File: config.mk
export PLATFORM = sky130hd
export DESIGN_NAME = vote_scan_ctrl
export DESIGN_NICKNAME = d
export VERILOG_FILES = /design/src/rtl/vote_pkg.sv /design/src/rtl/vote_golden.sv /design/src/rtl/vote_scan_ctrl.sv
export SDC_FILE = /design/constraint.sdc
export NUM_CORES = 1
export LEC_CHECK = 0
export CORE_MARGIN = 3
export CORE_UTILIZATION = 60
export DETAILED_ROUTE_END_ITERATION = 10
export DONT_BUFFER_PORTS = 1
export HOLD_SLACK_MARGIN = 0.08
export PLACE_DENSITY = 0.76
export SYNTH_ARGS = -nofsm -noshare
export SYNTH_HDL_FRONTEND = slang
export SYNTH_SLANG_ARGS = --single-unit
File: constraint.sdc
create_clock -name clk -period 3.35 [get_ports clk]
set_input_delay 0.1675 -clock clk [delete_from_list [all_inputs] [get_ports clk]]
set_output_delay 0.1675 -clock clk [all_outputs]
set_load 0.05 [all_outputs]
File: src/rtl/vote_pkg.sv
// Shared types and helpers for the majority-voter self-test sequencer.
package vote_pkg;

  localparam int NUM_VOTERS   = 5;
  localparam int NUM_PATTERNS = 32;

  typedef enum logic [1:0] {
    IDLE  = 2'd0,
    DRIVE = 2'd1,
    CHECK = 2'd2,
    FIN   = 2'd3
  } state_t;

  function automatic logic [2:0] popcount5(input logic [NUM_VOTERS-1:0] v);
    logic [2:0] cnt;
    cnt = 3'd0;
    for (int i = 0; i < NUM_VOTERS; i++) begin
      cnt = cnt + {2'b00, v[i]};
    end
    return cnt;
  endfunction

endpackage

File: src/rtl/vote_golden.sv
// Golden majority model: expected voter output for a given ballot.
module vote_golden
  import vote_pkg::*;
#(
  parameter int MAJ_K = 3
) (
  input  logic [NUM_VOTERS-1:0] votes,
  output logic                  expected
);

  assign expected = (int'(popcount5(votes)) >= MAJ_K);

endmodule

File: src/rtl/vote_scan_ctrl.sv
// Exhaustive in-hardware self-test of a five-input majority voter.
// Optional macro VOTE_SCAN_HOLD_EN: stop the scan at the first mismatch.
module vote_scan_ctrl
  import vote_pkg::*;
#(
  parameter int SETTLE = 2,
  parameter int MAJ_K  = 3
) (
  input  logic       clk,
  input  logic       rst_n,
  input  logic       start,
  output logic [4:0] votes,
  input  logic       verdict,
  output logic       busy,
  output logic       done,
  output logic       pass,
  output logic [5:0] err_cnt,
  output logic [4:0] first_err
);

  // SETTLE is legal in 1..15, so the settle counter fits in 4 bits.
  localparam logic [3:0] SETTLE_LAST  = 4'(SETTLE - 1);
  localparam logic [4:0] LAST_PATTERN = 5'(NUM_PATTERNS - 1);

  state_t     r_state;
  state_t     w_next;
  logic [4:0] r_pattern;
  logic [3:0] r_settle;
  logic       r_busy;
  logic       r_done;
  logic       r_pass;
  logic [5:0] r_err_cnt;
  logic [4:0] r_first_err;
  logic       w_expected;
  logic       w_mismatch;
  logic       w_last;

  vote_golden #(.MAJ_K(MAJ_K)) u_golden (
    .votes    (r_pattern),
    .expected (w_expected)
  );

  assign w_mismatch = (verdict != w_expected);
  assign w_last     = (r_pattern == LAST_PATTERN);

  always_ff @(posedge clk or negedge rst_n) begin
    if (!rst_n) begin
      r_state <= IDLE;
    end else begin
      r_state <= w_next;
    end
  end

  always_comb begin
    w_next = r_state;
    case (r_state)
      IDLE:  if (start) w_next = DRIVE;
      DRIVE: if (r_settle == SETTLE_LAST) w_next = CHECK;
      CHECK: begin
`ifdef VOTE_SCAN_HOLD_EN
        if (w_mismatch || w_last) w_next = FIN;
        else                      w_next = DRIVE;
`else
        if (w_last) w_next = FIN;
        else        w_next = DRIVE;
`endif
      end
      FIN:     w_next = IDLE;
      default: w_next = IDLE;
    endcase
  end

  // busy drops on entry to FIN; done and pass are registered on leaving FIN.
  always_ff @(posedge clk or negedge rst_n) begin
    if (!rst_n) begin
      r_pattern   <= 5'd0;
      r_settle    <= 4'd0;
      r_busy      <= 1'b0;
      r_done      <= 1'b0;
      r_pass      <= 1'b0;
      r_err_cnt   <= 6'd0;
      r_first_err <= 5'd0;
    end else begin
      r_done <= 1'b0;
      case (r_state)
        IDLE: begin
          if (start) begin
            r_pattern   <= 5'd0;
            r_settle    <= 4'd0;
            r_err_cnt   <= 6'd0;
            r_first_err <= 5'd0;
            r_pass      <= 1'b0;
            r_busy      <= 1'b1;
          end
        end
        DRIVE: begin
          if (r_settle == SETTLE_LAST) r_settle <= 4'd0;
          else                         r_settle <= r_settle + 4'd1;
        end
        CHECK: begin
          if (w_mismatch) begin
            r_err_cnt <= r_err_cnt + 6'd1;
            if (r_err_cnt == 6'd0) r_first_err <= r_pattern;
          end
          if (w_next == FIN) r_busy    <= 1'b0;
          else               r_pattern <= r_pattern + 5'd1;
        end
        FIN: begin
          r_done <= 1'b1;
          r_pass <= (r_err_cnt == 6'd0);
        end
        default: ;
      endcase
    end
  end

  assign votes     = r_pattern;
  assign busy      = r_busy;
  assign done      = r_done;
  assign pass      = r_pass;
  assign err_cnt   = r_err_cnt;
  assign first_err = r_first_err;

endmodule

# [Yosys cells after proc, flatten, opt, wreduce, memory -nomap -nowiden]
# Index checks and enable logic that the tools add are counted.
[word_totals] ff_bits=25 wordCells=61 rom_bits=0 ramBits=0 latchBits=0 out_inout_bits=19 in_bits=4 n_memories=0
[classes] n_bitwise=0 order_cmp=1 mux=22 n_reduce_logical=11 n_div=0 shifts=0 mul=0 eq_ne=12 addsub=7
[op_table] cell="5-bit 2-to-1 mux" n=4
[op_table] cell="5-bit case mux with 2 select lines" n=2
[op_table] cell="6-bit 2-to-1 mux" n=2
[op_table] cell="6-bit case mux with 2 select lines" n=1
[op_table] cell="2-bit != test (second input constant)" n=5
[op_table] cell="3-bit by 1-bit adder with 3-bit output" n=3
[op_table] cell="3-bit AND reduction" n=3
[op_table] cell="4-bit 2-to-1 mux" n=2
[op_table] cell="2-bit case mux with 4 select lines" n=1
[op_table] cell="4-bit case mux with 2 select lines" n=1
[op_table] cell="6-bit by 1-bit adder with 6-bit output (second input constant)" n=1
[op_table] cell="2-bit equality test (second input constant)" n=3
[op_table] cell="6-bit logical NOT" n=1
[op_table] cell="2-bit 2-to-1 mux" n=3
[op_table] cell="2-bit nonzero test" n=3
[op_table] cell="5-bit by 1-bit adder with 5-bit output (second input constant)" n=1
[op_table] cell="5-bit equality test (second input constant)" n=1
[op_table] cell="4-bit by 1-bit adder with 4-bit output (second input constant)" n=1
[op_table] cell="4-bit by 1-bit equality test with 1-bit output (second input constant)" n=1
[op_table] cell="1-bit 2-to-1 mux" n=4
[op_table] cell="1-bit case mux with 2 select lines" n=2
[op_table] cell="2-bit AND reduction" n=2
[op_table] cell="4-bit AND reduction" n=1
[op_table] cell="3-bit by 2-bit greater-or-equal comparator with 1-bit output (second input constant)" n=1
[op_table] cell="4 further kinds" n=4

# [Depth between registers and ports, before layout]
[logic_depth] ltp_word=8 ltp_mapped=11 mapped_depth_nobuf=10

# [Cells and area by module]
# Synthesis repeated with hierarchy kept, for this count alone.
[unflattened] hier_cells=143 hier_area_um2=1430.1
[modules_own_cells] module="vote_scan_ctrl" instances=1 seq_area_each_um2=625.6 area_per_inst_um2=1325.0 cells_each=130
[modules_own_cells] module="vote_golden" instances=1 seq_area_each_um2=0.0 area_per_inst_um2=105.1 cells_each=13

# [Least setup slack after synthesis]
# OpenSTA, ideal clock, no wires.
[synth_timing] kind="register -> register" startpoint="reg r_pattern[0], in the netlist votes[0]" endpoint="reg r_err_cnt[5], in the netlist err_cnt[5]" n_path_buf=0 synth_period_minus_slack_ps=3119 stages_incl_launch_ff=11 arrival_time_ps=3041 slack_ps=231 setup_time_ps=77 required_ps=3273 cell_sequence="dfrtp_1 -> ha_1 -> inv_1 -> fa_1 -> inv_1 -> ha_1 -> fa_1 -> a21oi_1 -> xor2_1 -> or4_1 -> a21oi_1"
[synth_between] elab_chain_len=8
[synth_lines] element="start: declaration" line="vote_scan_ctrl.sv:27" source="logic [4:0] r_pattern;"
[synth_lines] element="start signal: assignment" line="vote_scan_ctrl.sv:106" source="else r_pattern <= r_pattern + 5'd1;"
[synth_lines] element="1-bit by 1-bit adder with 2-bit output" line="vote_pkg.sv:18" source="cnt = cnt + {2'b00, v[i]};"
[synth_lines] element="3-bit by 1-bit adder with 3-bit output (3 in a row)" line="vote_pkg.sv:18"
[synth_lines] element="3-bit by 2-bit greater-or-equal comparator with 1-bit output" line="vote_golden.sv:11" source="assign expected = (int'(popcount5(votes)) >= MAJ_K);"
[synth_lines] element="1-bit != test" line="vote_scan_ctrl.sv:43" source="assign w_mismatch = (verdict != w_expected);"
[synth_lines] element="2-bit != test (no source line)"
[synth_lines] element="3-bit AND reduction (no source line)"
[synth_lines] element="end signal: assignment" line="vote_scan_ctrl.sv:102" source="r_err_cnt <= r_err_cnt + 6'd1;"
[synth_lines] element="end: declaration" line="vote_scan_ctrl.sv:32" source="logic [5:0] r_err_cnt;"
# Every way passes these cells.
# A chain may end at the register's enable or synchronous reset.

# [Worst setup path in the final report]
[layout_timing] startpoint="reg r_pattern[0], in the netlist votes[0]" endpoint="reg r_err_cnt[2], in the netlist err_cnt[2]"
# The elaborated chain is that of the path after synthesis.

==> metrics.yaml <==
status:
  status: "finished clean"
die:
  io_pins: 23
  initial_core_util_pct: 65.7
  core-area_um2: 2020
  dieHeight_um: 53.1
  die_x_um: 53.1
  rows: 16
  die-area_um2: 2820
place:
  place_congestion: 0.786
  post-dp-hpwl_um: 1850
  portBuffers: 0
clock_tree:
  cts_setup_buffers: 0
  root_buffer: "clkbuf_4"
  cts_sinks: 25
  max-clock-path-buffers: 2
  clk_latency_ns: 0.31
  cts_tree: "done"
  numCtsBuffers: 3
  clk_pin_slew_ns: 0.13
  htree_levels: 1
detailed_routing:
  wl_met3_um: 121
  ant_nets: 0
  wl_met1_um: 1090
  drt_wl_total_um: 2440
  dr_wl_met2_um: 1210
  route.detailed.drc: 0
  via_count: 964
  drt_iter0_drc: 20
  first_pass_iters: 4
  maxUsedRoutingLayer: "met4"
  wl_per_cell_um: 14.7
  avgViaCountPerCell: 5.81
logic_synthesis:
  synth_area_leaders: "dfrtp_1, ha_1, nand2_1, mux2i_1, inv_1"
  yosys_most_used_dff: "dfrtp_1"
  synthAdderAreaFrac_pct: 9.60
  synth_compound_area_share_pct: 10.8
  yosysSeqAreaShare_pct: 47.1
  synth-seq-cells: 25
  synthCells: 130
  ys_types: 32
  synth_nets: 143
  netlist_area_um2: 1330
  synth_top_family_by_area: "simple AND/OR/NAND/NOR gates"
  synth.avg_cell_area_um2: 10.2
  synth-simple-area-share_pct: 19.4
  yosysTopAreaCell: "dfrtp_1"
  synthArstFlopShare_pct: 100
  synth_edf_count: 0
  yosys_warnings: 0
  synth_xor_area_share_pct: 2.64
  synthMuxAreaShare_pct: 5.37
  yosysTopAreaCellShare_pct: 47.1
grt:
  grt_pass1_wl_um: 4330
  grt_start_max_net_pins: 26
  grt_overflow_total: 0
  grt_pass1_vias: 984
  grt.total_usage_pct: 20.7
  antenna_found_initial: 0
final_layout:
  layout_commonest_cell: "dfrtp_1"
  mostFrequentLayoutCells: "dfrtp_1, nand2_1, inv_1"
  area_delta_synth_final_pct: 7.44
  n_antenna_cell: 0
  fin_util_pct: 70.6
  nNetsFinal: 153
  multi_input_area_um2: 636
  drive_above_1_share_pct: 10.1
  seq_area_um2: 626
  final.fill_count: 161
timing:
  setup_viol: 0
  grt_setup_unrepaired: "no"
  finalCriticalPeriod_ns: 2.96
  finalHoldViolations: 0
  tightest_slew_ns: 1.09
  fin_skew_ns: 0.0102
  fin_setup_tns_ns: 0
  period_share_pct: 88.4
  timing.fmax_mhz: 338
  slew_viol_final: 0
  relSlewSlack_pct: 27.1
min_path:
  holdPathEnd: "r_settle[0]$_DFFE_PN0P_"
  holdCritPathClass: "primary input to register"
  min-delay-start: "start"
  min_path_cells: 3
pwr:
  power.density_nw_per_um2: 721
  p_leak_nw: 0.638
  vdd_ir_drop_max_v: 0.000429
worst_setup_path:
  cp.arrival_ns: 3.18
  endpoint_kind: "register"
  r2r-end: "err_cnt[2]$_DFFE_PN0P_"
  startpoint: "votes[0]$_DFFE_PN0P_"
  critPathMaxFanout: 10
  r2r_slack_ns: 0.39
  worstPathRequired_ns: 3.57
  crit_path_start_kind: "register"
  timing_worst_setup_path_type: "register to register"
  r2r_start: "votes[0]$_DFFE_PN0P_"
  rr_worst_depth: 11
flow_run:
  cap_violations: 0
==> final cells by class <==
type	instances	area share, %
inverter	13	3.42
sequential	25	43.8
multi-input combinational	90	44.5
timing repair buffer	7	4.03
clock buffer	4	1.84
tap	27	2.37
==> sequential cells by signal (all words and copies together) (netlist names) <==
| signal | cells |
|---|---|
| first_err | 5 |
| pass | 1 |
| busy | 1 |
| done | 1 |
| votes | 5 |
| r_state | 2 |
| err_cnt | 6 |
| r_settle | 4 |
==> worst max-delay path, stage by stage (launching register included) <==
cell and delay (ns):
dfrtp_1 0.40, ha_1 0.30, inv_1 0.06, fa_1 0.48, inv_1 0.05, ha_1 0.18, fa_1 0.42, a21oi_1 0.18
xor2_1 0.34, buf_4 0.24, o211ai_1 0.11, o31ai_1 0.12
==> how the worst max path moves through the flow <==
| stage | to | cells after the start | slack, ns |
|---|---|---|---|
| final | err_cnt[2]$_DFFE_PN0P_ | 11 | 0.39 |
| after global routing | err_cnt[0]$_DFFE_PN0P_ | 11 | 0.21 |
| after CTS | err_cnt[2]$_DFFE_PN0P_ | 11 | 0.37 |
| after detailed placement | err_cnt[4]$_DFFE_PN0P_ | 11 | 0.39 |
| after global placement | err_cnt[4]$_DFFE_PN0P_ | 11 | 0.49 |
| after floorplan | err_cnt[5]$_DFFE_PN0P_ | 10 | 0.23 |
==> cells by family (layout without fill, tap and decap cells) <==
| kind of cell | count (synthesis) | in the layout |
|---|---|---|
| multiplexers | 7 | 7 |
| AO/OA/AOI/OAI | 23 | 23 |
| AND/OR/NAND/NOR | 47 | 47 |
| flip-flops | 25 | 25 |
| adder cells (fa/ha/maj) | 9 | 9 |
| buffers and inverters | 15 | 24 |
| XOR/XNOR | 4 | 4 |
==> metal layers <==
layer  vias to the layer above  global-route usage, %
met4                         0                   6.38
met5                         -                      0
li1                        463                      -
met1                       476                   27.1
met3                         2                   3.38
met2                        23                   34.7
==> cell usage after synthesis (2+ instances only) <==
| master | n |
|---|---|
| o21ai_0 | 9 |
| nand3_1 | 6 |
| xor2_1 | 2 |
| nor2_1 | 6 |
| nand4_1 | 2 |
| a22o_1 | 2 |
| dfrtp_1 | 25 |
| o211ai_1 | 3 |
| a21oi_1 | 4 |
| o31ai_1 | 3 |
| inv_1 | 13 |
| fa_1 | 2 |
| nand2b_1 | 3 |
| mux2i_1 | 6 |
| nand2_1 | 20 |
| xnor2_1 | 2 |
| ha_1 | 7 |
==> report_power, final <==
| part | total [W] | internal [W] | switching [W] | leakage (nW) |
|---|---|---|---|---|
| sequential | 0.000533 | 0.000362 | 0.000170 | 0.336 |
| combinational | 0.000367 | 0.000137 | 0.000230 | 0.287 |
| clock | 0.000129 | 0.0000464 | 0.0000828 | 0.0150 |
==> through the flow <==
stage	setup slack, ns	area, um^2	instances	power, W	hold WS (ns)
after floorplan	0.231	1330	130	0.000806	-0.128
after global placement	0.490	1380	160	0.000878	-0.128
after detailed placement	0.391	1380	160	0.000896	-0.128
after CTS	0.369	1430	166	0.00104	0.140
after global routing	0.206	1430	166	0.00110	0.167
final	0.388	1430	166	0.00103	0.149
==> timing repair <==
action	4_1_cts	5_1_grt
hold endpoints to repair	27	0
hold buffers	2	0
resized for setup	0	0
Power figures use the tool's default switching activity.
